`src/rtl/add_rs_issue_pkg.sv`:
```
// Shared types for the add/sub reservation station: func codes, entry state
// and the per-entry operand record.
package add_rs_issue_pkg;

  localparam int unsigned DW     = 8;
  localparam int unsigned TAG_W  = 3;
  localparam int unsigned FUNC_W = 4;
  localparam int unsigned RD_W   = 4;
  localparam int unsigned IDX_W  = 3;

  localparam logic [FUNC_W-1:0] FUNC_ADD = 4'b0000;
  localparam logic [FUNC_W-1:0] FUNC_SUB = 4'b0001;

  typedef enum logic [1:0] {
    ST_FREE   = 2'd0,
    ST_WAIT   = 2'd1,
    ST_READY  = 2'd2,
    ST_ISSUED = 2'd3
  } ent_state_e;

  typedef struct packed {
    logic [FUNC_W-1:0] func;
    logic [RD_W-1:0]   rd;
    logic [TAG_W-1:0]  rob;
    logic              s1_rdy;
    logic [TAG_W-1:0]  s1_tag;
    logic [DW-1:0]     s1_val;
    logic              s2_rdy;
    logic [TAG_W-1:0]  s2_tag;
    logic [DW-1:0]     s2_val;
  } rs_ent_t;

endpackage

```
`src/rtl/rs_entry_wakeup.sv`:
```
// Per-entry CDB snoop: captures any pending source whose tag matches the
// broadcast while the entry is waiting, and reports when both are ready.
module rs_entry_wakeup
  import add_rs_issue_pkg::*;
(
  input  logic             wait_i,
  input  rs_ent_t          ent_i,
  input  logic             cdb_v_i,
  input  logic [TAG_W-1:0] cdb_rob_i,
  input  logic [DW-1:0]    cdb_data_i,
  output rs_ent_t          ent_c,
  output logic             rdy_c
);

  always_comb begin
    ent_c = ent_i;
    if (wait_i && cdb_v_i) begin
      if (!ent_i.s1_rdy && (ent_i.s1_tag == cdb_rob_i)) begin
        ent_c.s1_rdy = 1'b1;
        ent_c.s1_val = cdb_data_i;
      end
      if (!ent_i.s2_rdy && (ent_i.s2_tag == cdb_rob_i)) begin
        ent_c.s2_rdy = 1'b1;
        ent_c.s2_val = cdb_data_i;
      end
    end
    rdy_c = ent_c.s1_rdy && ent_c.s2_rdy;
  end

endmodule

```
`src/rtl/add_rs_issue.sv`:
```
// Add/sub reservation station: allocation, CDB wakeup, lowest-index select
// and single-op-in-flight dispatch to the add/sub execution unit.
module add_rs_issue
  import add_rs_issue_pkg::*;
#(
  parameter int unsigned N_ENT = 3
) (
  input  logic                         clk1,
  input  logic                         rst_n,
  input  logic                         alloc_v,
  output logic                         alloc_rdy,
  input  logic [FUNC_W-1:0]            alloc_func,
  input  logic [RD_W-1:0]              alloc_rd,
  input  logic [TAG_W-1:0]             alloc_rob,
  input  logic                         alloc_s1_rdy,
  input  logic                         alloc_s2_rdy,
  input  logic [DW-1:0]                alloc_s1_val,
  input  logic [DW-1:0]                alloc_s2_val,
  input  logic [TAG_W-1:0]             alloc_s1_tag,
  input  logic [TAG_W-1:0]             alloc_s2_tag,
  input  logic                         cdb_v,
  input  logic [TAG_W-1:0]             cdb_rob,
  input  logic [DW-1:0]                cdb_data,
  output logic                         ex_b,
  output logic [IDX_W-1:0]             ex_rs_index,
  output logic [DW-1:0]                ex_rs1_data,
  output logic [DW-1:0]                ex_rs2_data,
  output logic [FUNC_W-1:0]            ex_func,
  output logic [RD_W-1:0]              ex_rd,
  output logic [TAG_W-1:0]             ex_rob_ind,
  input  logic                         ex_done,
  input  logic [IDX_W-1:0]             ex_done_idx,
  output logic [$clog2(N_ENT+1)-1:0]   rs_count
);

  localparam int unsigned CNT_W = $clog2(N_ENT + 1);

  ent_state_e state_q [N_ENT];
  ent_state_e state_d [N_ENT];
  rs_ent_t    ent_q   [N_ENT];
  rs_ent_t    ent_d   [N_ENT];
  rs_ent_t    ent_wk_c[N_ENT];
  logic       wk_rdy_c[N_ENT];
  rs_ent_t    alloc_ent_c;

  logic               busy_q, busy_d;
  logic               alloc_rdy_q, alloc_rdy_d;
  logic [CNT_W-1:0]   cnt_q, cnt_d;
  logic               ex_b_q, ex_b_d;
  logic [IDX_W-1:0]   ex_idx_q, ex_idx_d;
  logic [DW-1:0]      ex_rs1_q, ex_rs1_d, ex_rs2_q, ex_rs2_d;
  logic [FUNC_W-1:0]  ex_func_q, ex_func_d;
  logic [RD_W-1:0]    ex_rd_q, ex_rd_d;
  logic [TAG_W-1:0]   ex_rob_q, ex_rob_d;

  for (genvar g = 0; g < N_ENT; g++) begin : g_wk
    rs_entry_wakeup u_wk (
      .wait_i    (state_q[g] == ST_WAIT),
      .ent_i     (ent_q[g]),
      .cdb_v_i   (cdb_v),
      .cdb_rob_i (cdb_rob),
      .cdb_data_i(cdb_data),
      .ent_c     (ent_wk_c[g]),
      .rdy_c     (wk_rdy_c[g])
    );
  end

  // New entry record, with same-cycle CDB bypass on not-ready sources
  always_comb begin
    alloc_ent_c        = '0;
    alloc_ent_c.func   = alloc_func;
    alloc_ent_c.rd     = alloc_rd;
    alloc_ent_c.rob    = alloc_rob;
    alloc_ent_c.s1_rdy = alloc_s1_rdy;
    alloc_ent_c.s1_tag = alloc_s1_tag;
    alloc_ent_c.s1_val = alloc_s1_val;
    alloc_ent_c.s2_rdy = alloc_s2_rdy;
    alloc_ent_c.s2_tag = alloc_s2_tag;
    alloc_ent_c.s2_val = alloc_s2_val;
    if (cdb_v && !alloc_s1_rdy && (alloc_s1_tag == cdb_rob)) begin
      alloc_ent_c.s1_rdy = 1'b1;
      alloc_ent_c.s1_val = cdb_data;
    end
    if (cdb_v && !alloc_s2_rdy && (alloc_s2_tag == cdb_rob)) begin
      alloc_ent_c.s2_rdy = 1'b1;
      alloc_ent_c.s2_val = cdb_data;
    end
  end

  always_comb begin
    logic sel_found;
    logic alloc_found;
    for (int i = 0; i < N_ENT; i++) begin
      state_d[i] = state_q[i];
      ent_d[i]   = ent_q[i];
    end
    busy_d      = busy_q;
    ex_b_d      = 1'b0;
    ex_idx_d    = ex_idx_q;
    ex_rs1_d    = ex_rs1_q;
    ex_rs2_d    = ex_rs2_q;
    ex_func_d   = ex_func_q;
    ex_rd_d     = ex_rd_q;
    ex_rob_d    = ex_rob_q;
    sel_found   = 1'b0;
    alloc_found = 1'b0;
    cnt_d       = '0;
    alloc_rdy_d = 1'b0;

    // Each branch below touches a disjoint set of entry states
    for (int i = 0; i < N_ENT; i++) begin
      if (state_q[i] == ST_WAIT) begin
        ent_d[i] = ent_wk_c[i];
        if (wk_rdy_c[i]) state_d[i] = ST_READY;
      end
      if (ex_done && (ex_done_idx == IDX_W'(i)) && (state_q[i] == ST_ISSUED)) begin
        state_d[i] = ST_FREE;
        busy_d     = 1'b0;
      end
      if (!busy_q && !sel_found && (state_q[i] == ST_READY)) begin
        sel_found  = 1'b1;
        state_d[i] = ST_ISSUED;
        busy_d     = 1'b1;
        ex_b_d     = 1'b1;
        ex_idx_d   = IDX_W'(i);
        ex_rs1_d   = ent_q[i].s1_val;
        ex_rs2_d   = ent_q[i].s2_val;
        ex_func_d  = ent_q[i].func;
        ex_rd_d    = ent_q[i].rd;
        ex_rob_d   = ent_q[i].rob;
      end
      if (alloc_v && !alloc_found && (state_q[i] == ST_FREE)) begin
        alloc_found = 1'b1;
        ent_d[i]    = alloc_ent_c;
        state_d[i]  = (alloc_ent_c.s1_rdy && alloc_ent_c.s2_rdy) ? ST_READY : ST_WAIT;
      end
    end

    for (int i = 0; i < N_ENT; i++) begin
      if (state_d[i] != ST_FREE) cnt_d = cnt_d + CNT_W'(1);
      else                       alloc_rdy_d = 1'b1;
    end
  end

  always_ff @(posedge clk1 or negedge rst_n) begin
    if (!rst_n) begin
      for (int i = 0; i < N_ENT; i++) begin
        state_q[i] <= ST_FREE;
        ent_q[i]   <= '0;
      end
      busy_q      <= 1'b0;
      alloc_rdy_q <= 1'b1;
      cnt_q       <= '0;
      ex_b_q      <= 1'b0;
      ex_idx_q    <= '0;
      ex_rs1_q    <= '0;
      ex_rs2_q    <= '0;
      ex_func_q   <= '0;
      ex_rd_q     <= '0;
      ex_rob_q    <= '0;
    end else begin
      for (int i = 0; i < N_ENT; i++) begin
        state_q[i] <= state_d[i];
        ent_q[i]   <= ent_d[i];
      end
      busy_q      <= busy_d;
      alloc_rdy_q <= alloc_rdy_d;
      cnt_q       <= cnt_d;
      ex_b_q      <= ex_b_d;
      ex_idx_q    <= ex_idx_d;
      ex_rs1_q    <= ex_rs1_d;
      ex_rs2_q    <= ex_rs2_d;
      ex_func_q   <= ex_func_d;
      ex_rd_q     <= ex_rd_d;
      ex_rob_q    <= ex_rob_d;
    end
  end

  assign alloc_rdy   = alloc_rdy_q;
  assign rs_count    = cnt_q;
  assign ex_b        = ex_b_q;
  assign ex_rs_index = ex_idx_q;
  assign ex_rs1_data = ex_rs1_q;
  assign ex_rs2_data = ex_rs2_q;
  assign ex_func     = ex_func_q;
  assign ex_rd       = ex_rd_q;
  assign ex_rob_ind  = ex_rob_q;

endmodule

```
`config.mk`:
```
export PLATFORM = sky130hd
export DESIGN_NAME = add_rs_issue
export DESIGN_NICKNAME = d
export VERILOG_FILES = /design/src/rtl/add_rs_issue_pkg.sv /design/src/rtl/rs_entry_wakeup.sv /design/src/rtl/add_rs_issue.sv
export SDC_FILE = /design/constraint.sdc
export NUM_CORES = 1
export LEC_CHECK = 0
export ABC_AREA = 1
export CAP_MARGIN = 40
export CELL_PAD_IN_SITES_DETAIL_PLACEMENT = 1
export CELL_PAD_IN_SITES_GLOBAL_PLACEMENT = 1
export CORE_ASPECT_RATIO = 1.5
export CORE_MARGIN = 1
export CORE_UTILIZATION = 38
export DETAILED_ROUTE_END_ITERATION = 10
export GPL_ROUTABILITY_DRIVEN = 1
export PLACE_DENSITY = 0.78
export SETUP_SLACK_MARGIN = 0.4
export SLEW_MARGIN = 20
export SYNTH_ARGS = -nofsm -noshare
export SYNTH_HDL_FRONTEND = slang
export SYNTH_SLANG_ARGS = --single-unit
```
`constraint.sdc`:
```
create_clock -name clk1 -period 1.89 [get_ports clk1]
set_clock_uncertainty 0.05 [all_clocks]
set_input_delay 0.378 -clock clk1 [delete_from_list [all_inputs] [get_ports clk1]]
set_output_delay 0.378 -clock clk1 [all_outputs]
set_load 0.05 [all_outputs]
```
==> flow_metrics.py <==
metrics = {
    "cells_and_area": {
        "postLayoutCellArea_um2": 12400,
        "nNetsFinal": 1217,
        "area_growth_pct": 69.6,
        "layout.cells.non_filler": 1424,
        "antennaDiodeCount": 0,
        "drive_above_1_share": 0.456,
    },
    "timing": {
        "worst_pin_slew_ns": 0.610,
        "report.final.hold_viol_count": 0,
        "fin_ws_ns": -0.460,
        "min_period_over_period": 1.24,
        "max_freq_ghz": 0.426,
        "maxSlewViolCount": 0,
        "rsz0062_at_grt": "true",
        "min_period_ns": 2.35,
        "holdWs_ns": 0.401,
        "setup_viol": 114,
        "max-slew-margin-rel": 0.592,
    },
    "run_status": {
        "violations": "setup timing",
        "outcome": "complete, but fails checks",
    },
    "synthesis": {
        "ys_types": 49,
        "synth-edff-count": 0,
        "synthFlopType": "dfrtp_1",
        "synth-seq-area-share": 0.496,
        "netlist_area_um2": 7320,
        "synthArstFlopShare": 1.00,
        "ys_ff_latch": 145,
        "synth_warnings": 0,
        "avgSynthCellArea_um2": 8.29,
        "syn_nets": 940,
        "syn_inst": 883,
    },
    "clocking": {
        "htree_levels": 4,
        "clk_latency_ns": 0.45,
        "clk_pin_slew_ns": 0.07,
        "numClockSinks": 145,
        "cts_tree": "done",
        "cts_buffers": 17,
        "root_buffer": "clkbuf_16",
        "max-clock-path-buffers": 2,
    },
    "routing": {
        "post_drt_wl_per_cell_um": 32.5,
        "first_iter_violations": 958,
        "dr.pass1.iters": 5,
        "route.detailed.drc": 0,
        "drt_wl_total_um": 46300,
        "antenna_left": 0,
        "via_count": 9139,
        "routed_via_density": 6.42,
    },
    "power_and_ir_drop": {
        "pwr-share-clk": 0.203,
        "sequentialPowerShare": 0.314,
        "switching_share": 0.452,
        "combPwrFrac": 0.483,
        "internal_power_w": 0.00933,
        "switching_power_w": 0.00771,
        "power_w": 0.0170,
        "vdd_drop_max_uv": 635,
        "leakage_nw": 6.06,
        "power_density_nw_per_um2": 1370,
    },
    "die": {
        "fp.dieW_um": 115,
        "core_um2": 18700,
        "dieArea_um2": 19800,
        "boundaryPins": 88,
        "die_h_um": 172,
        "rows": 61,
        "initial_core_util": 0.392,
    },
    "placement": {
        "placed_area_um2": 9250,
        "globalplace.congestion": 0.840,
        "dp.cells": 1296,
        "hpwl_um": 19000,
        "portBuffers": 86,
        "place_ws_ns": -0.693,
    },
    "critical_path": {
        "criticalPathCategory": "reg2reg",
        "critPathMaxFanout": 3,
        "required_ns": 2.18,
        "crit_chain": "xor2_2, nor2_2, nand2_1, nand2_2, nand3_2, a21oi_2, buf_4, nor2b_2, ha_4, inv_2, nand2_2, nand2_1",
        "endpoint_kind": "register",
        "slowest_stage": "dfrtp_1",
        "critPathArrivalTime_ns": 2.64,
        "critPathMaxStageDelay_ns": 0.44,
        "worstSetupStartpointType": "register",
    },
    "global_route": {
        "grt-ovfl-total": 0,
        "grt_pass1_wl_um": 50700,
        "grt_max_degree": 48,
        "grt_pass1_vias": 8978,
        "grt_use_total": 0.351,
        "antenna_found_initial": 1,
    },
    "flow_run": {
        "drv_cap": 0,
    },
    "worst_hold_path": {
        "hp-class": "in2async",
    },
}
==> cell usage after synthesis (4+ instances only) <==
cell,instances,area [um^2]
a22oi_1,6,45.0
inv_2,14,52.6
nor2_1,45,169
o21ai_2,4,35.0
buf_2,18,90.1
dfrtp_1,144,3600
o21ai_1,14,70.1
o211ai_1,33,248
nor2_2,5,31.3
nand4_1,5,31.3
o21ai_0,68,340
clkbuf_1,15,56.3
nand2_2,9,56.3
buf_4,8,60.1
inv_1,66,248
o22a_1,7,61.3
o221ai_1,10,87.6
nand3_1,96,480
xor2_1,12,105
nand2_1,261,980
==> per-layer routing <==
| layer | GRT usage | wire [um] | vias to the layer above |
|---|---|---|---|
| li1 | - | - | 3499 |
| met1 | 0.350 | 14900 | 4577 |
| met2 | 0.631 | 22100 | 704 |
| met3 | 0.0764 | 4260 | 357 |
| met4 | 0.259 | 5000 | 2 |
| met5 | 0 | 14 | - |
==> what timing repair did <==
item                                    CTS  global route
pin swaps                                34            56
hold endpoints to repair                 39             0
hold buffers                              1             0
buffers inserted                         34            41
cloned                                    7            14
resized for setup                       251           181
endpoints found under the setup margin  144           146
==> worst max-delay path: cells and delay by family, from the launching register on <==
kind                       cells  cell delay [ns]
xor gates and xnor gates       1             0.18
buffers and inverters          2             0.21
adders and majority gates      1             0.19
DFF                            1             0.44
and+or+nand+nor                7             0.98
AOI/OAI and AO/OA              1             0.20
==> area by class of cell <==
| class | count | area [um^2] |
|---|---|---|
| Inverter | 83 | 373 |
| Clock buffer | 22 | 454 |
| Tap cell | 252 | 315 |
| Clock inverter | 9 | 109 |
| Timing Repair Buffer | 300 | 3280 |
| Sequential cell | 145 | 3630 |
| Multi-Input combinational cell | 613 | 4250 |
| Fill cell | 2000 | 6280 |
==> kinds of logic after synthesis <==
family,Yosys count,share of synthesized area
and+or+nand+nor,440,0.270
AOI/OAI and AO/OA,156,0.139
DFF,145,0.496
buffers and inverters,126,0.0748
xor gates and xnor gates,12,0.0144
adders and majority gates,3,0.00513
other,1,0.000512
==> placed cells by master, fill, tap and decap left out, types with 9 or more instances in the layout <==
| cell type | netlist | routed |
|---|---|---|
| o21ai_2 | 4 | 26 |
| o211ai_1 | 33 | 33 |
| buf_12 | 0 | 24 |
| o21ai_1 | 14 | 33 |
| nand3_2 | 1 | 30 |
| buf_4 | 8 | 143 |
| clkbuf_16 | 0 | 28 |
| nand2_8 | 2 | 11 |
| nor2_1 | 45 | 29 |
| o21ai_0 | 68 | 24 |
| nand3_1 | 96 | 65 |
| dfrtp_1 | 144 | 142 |
| buf_6 | 2 | 54 |
| nand2_1 | 261 | 172 |
| nand2_4 | 3 | 27 |
| inv_1 | 66 | 53 |
| nand2_2 | 9 | 66 |
| nor2_2 | 5 | 10 |
| nor2_4 | 1 | 12 |
| clkdlybuf4s50_1 | 0 | 43 |
| inv_2 | 14 | 19 |
| o221ai_2 | 1 | 9 |
| xor2_1 | 12 | 11 |
==> final timing paths <==
kind	start	end	slack, ns	depth (start not counted)
hold reg to reg	ex_func[1]	ex_func[1]	0.46	2
setup reg to reg	ent_q[56]	rs_count[1]	-0.46	12
min in group clk1	alloc_s2_tag[1]	ent_q[9]	0.40	4
max in group asynchronous	rst_n	ent_q[13]	0.71	3
setup / recovery	ent_q[56]	rs_count[1]	-0.46	12
hold / removal	rst_n	ex_rs_index[0]	0.40	2
==> power groups by stage <==
stage                     registers (W)  logic, W  clock network [W]
after floorplan                 0.00576   0.00251                  0
after global placement          0.00495   0.00521                  0
after detailed placement        0.00502   0.00541                  0
after CTS                       0.00504   0.00622            0.00333
after global routing            0.00539   0.00847            0.00356
final                           0.00535   0.00822            0.00346
==> sequential cells by signal (all words and copies together), names as in the netlist <==
register and flops:
alloc_rdy 1, busy_q 1, ent_q 105, ex_b 1, ex_func 4, ex_rd 4, ex_rob_ind 3, ex_rs1_data 8
ex_rs2_data 8, ex_rs_index 2, rs_count 2, state_q 6
==> through the flow <==
stage | TNS, ns | util
detailed placement | -25.18 | 0.495
global route | -17.30 | 0.664
CTS | -0.101 | 0.589
global placement | -20.82 | 0.495
finish | -16.83 | 0.664
floorplan | -0.0277 | -
Note: power is estimated with default switching activity, not from simulation.
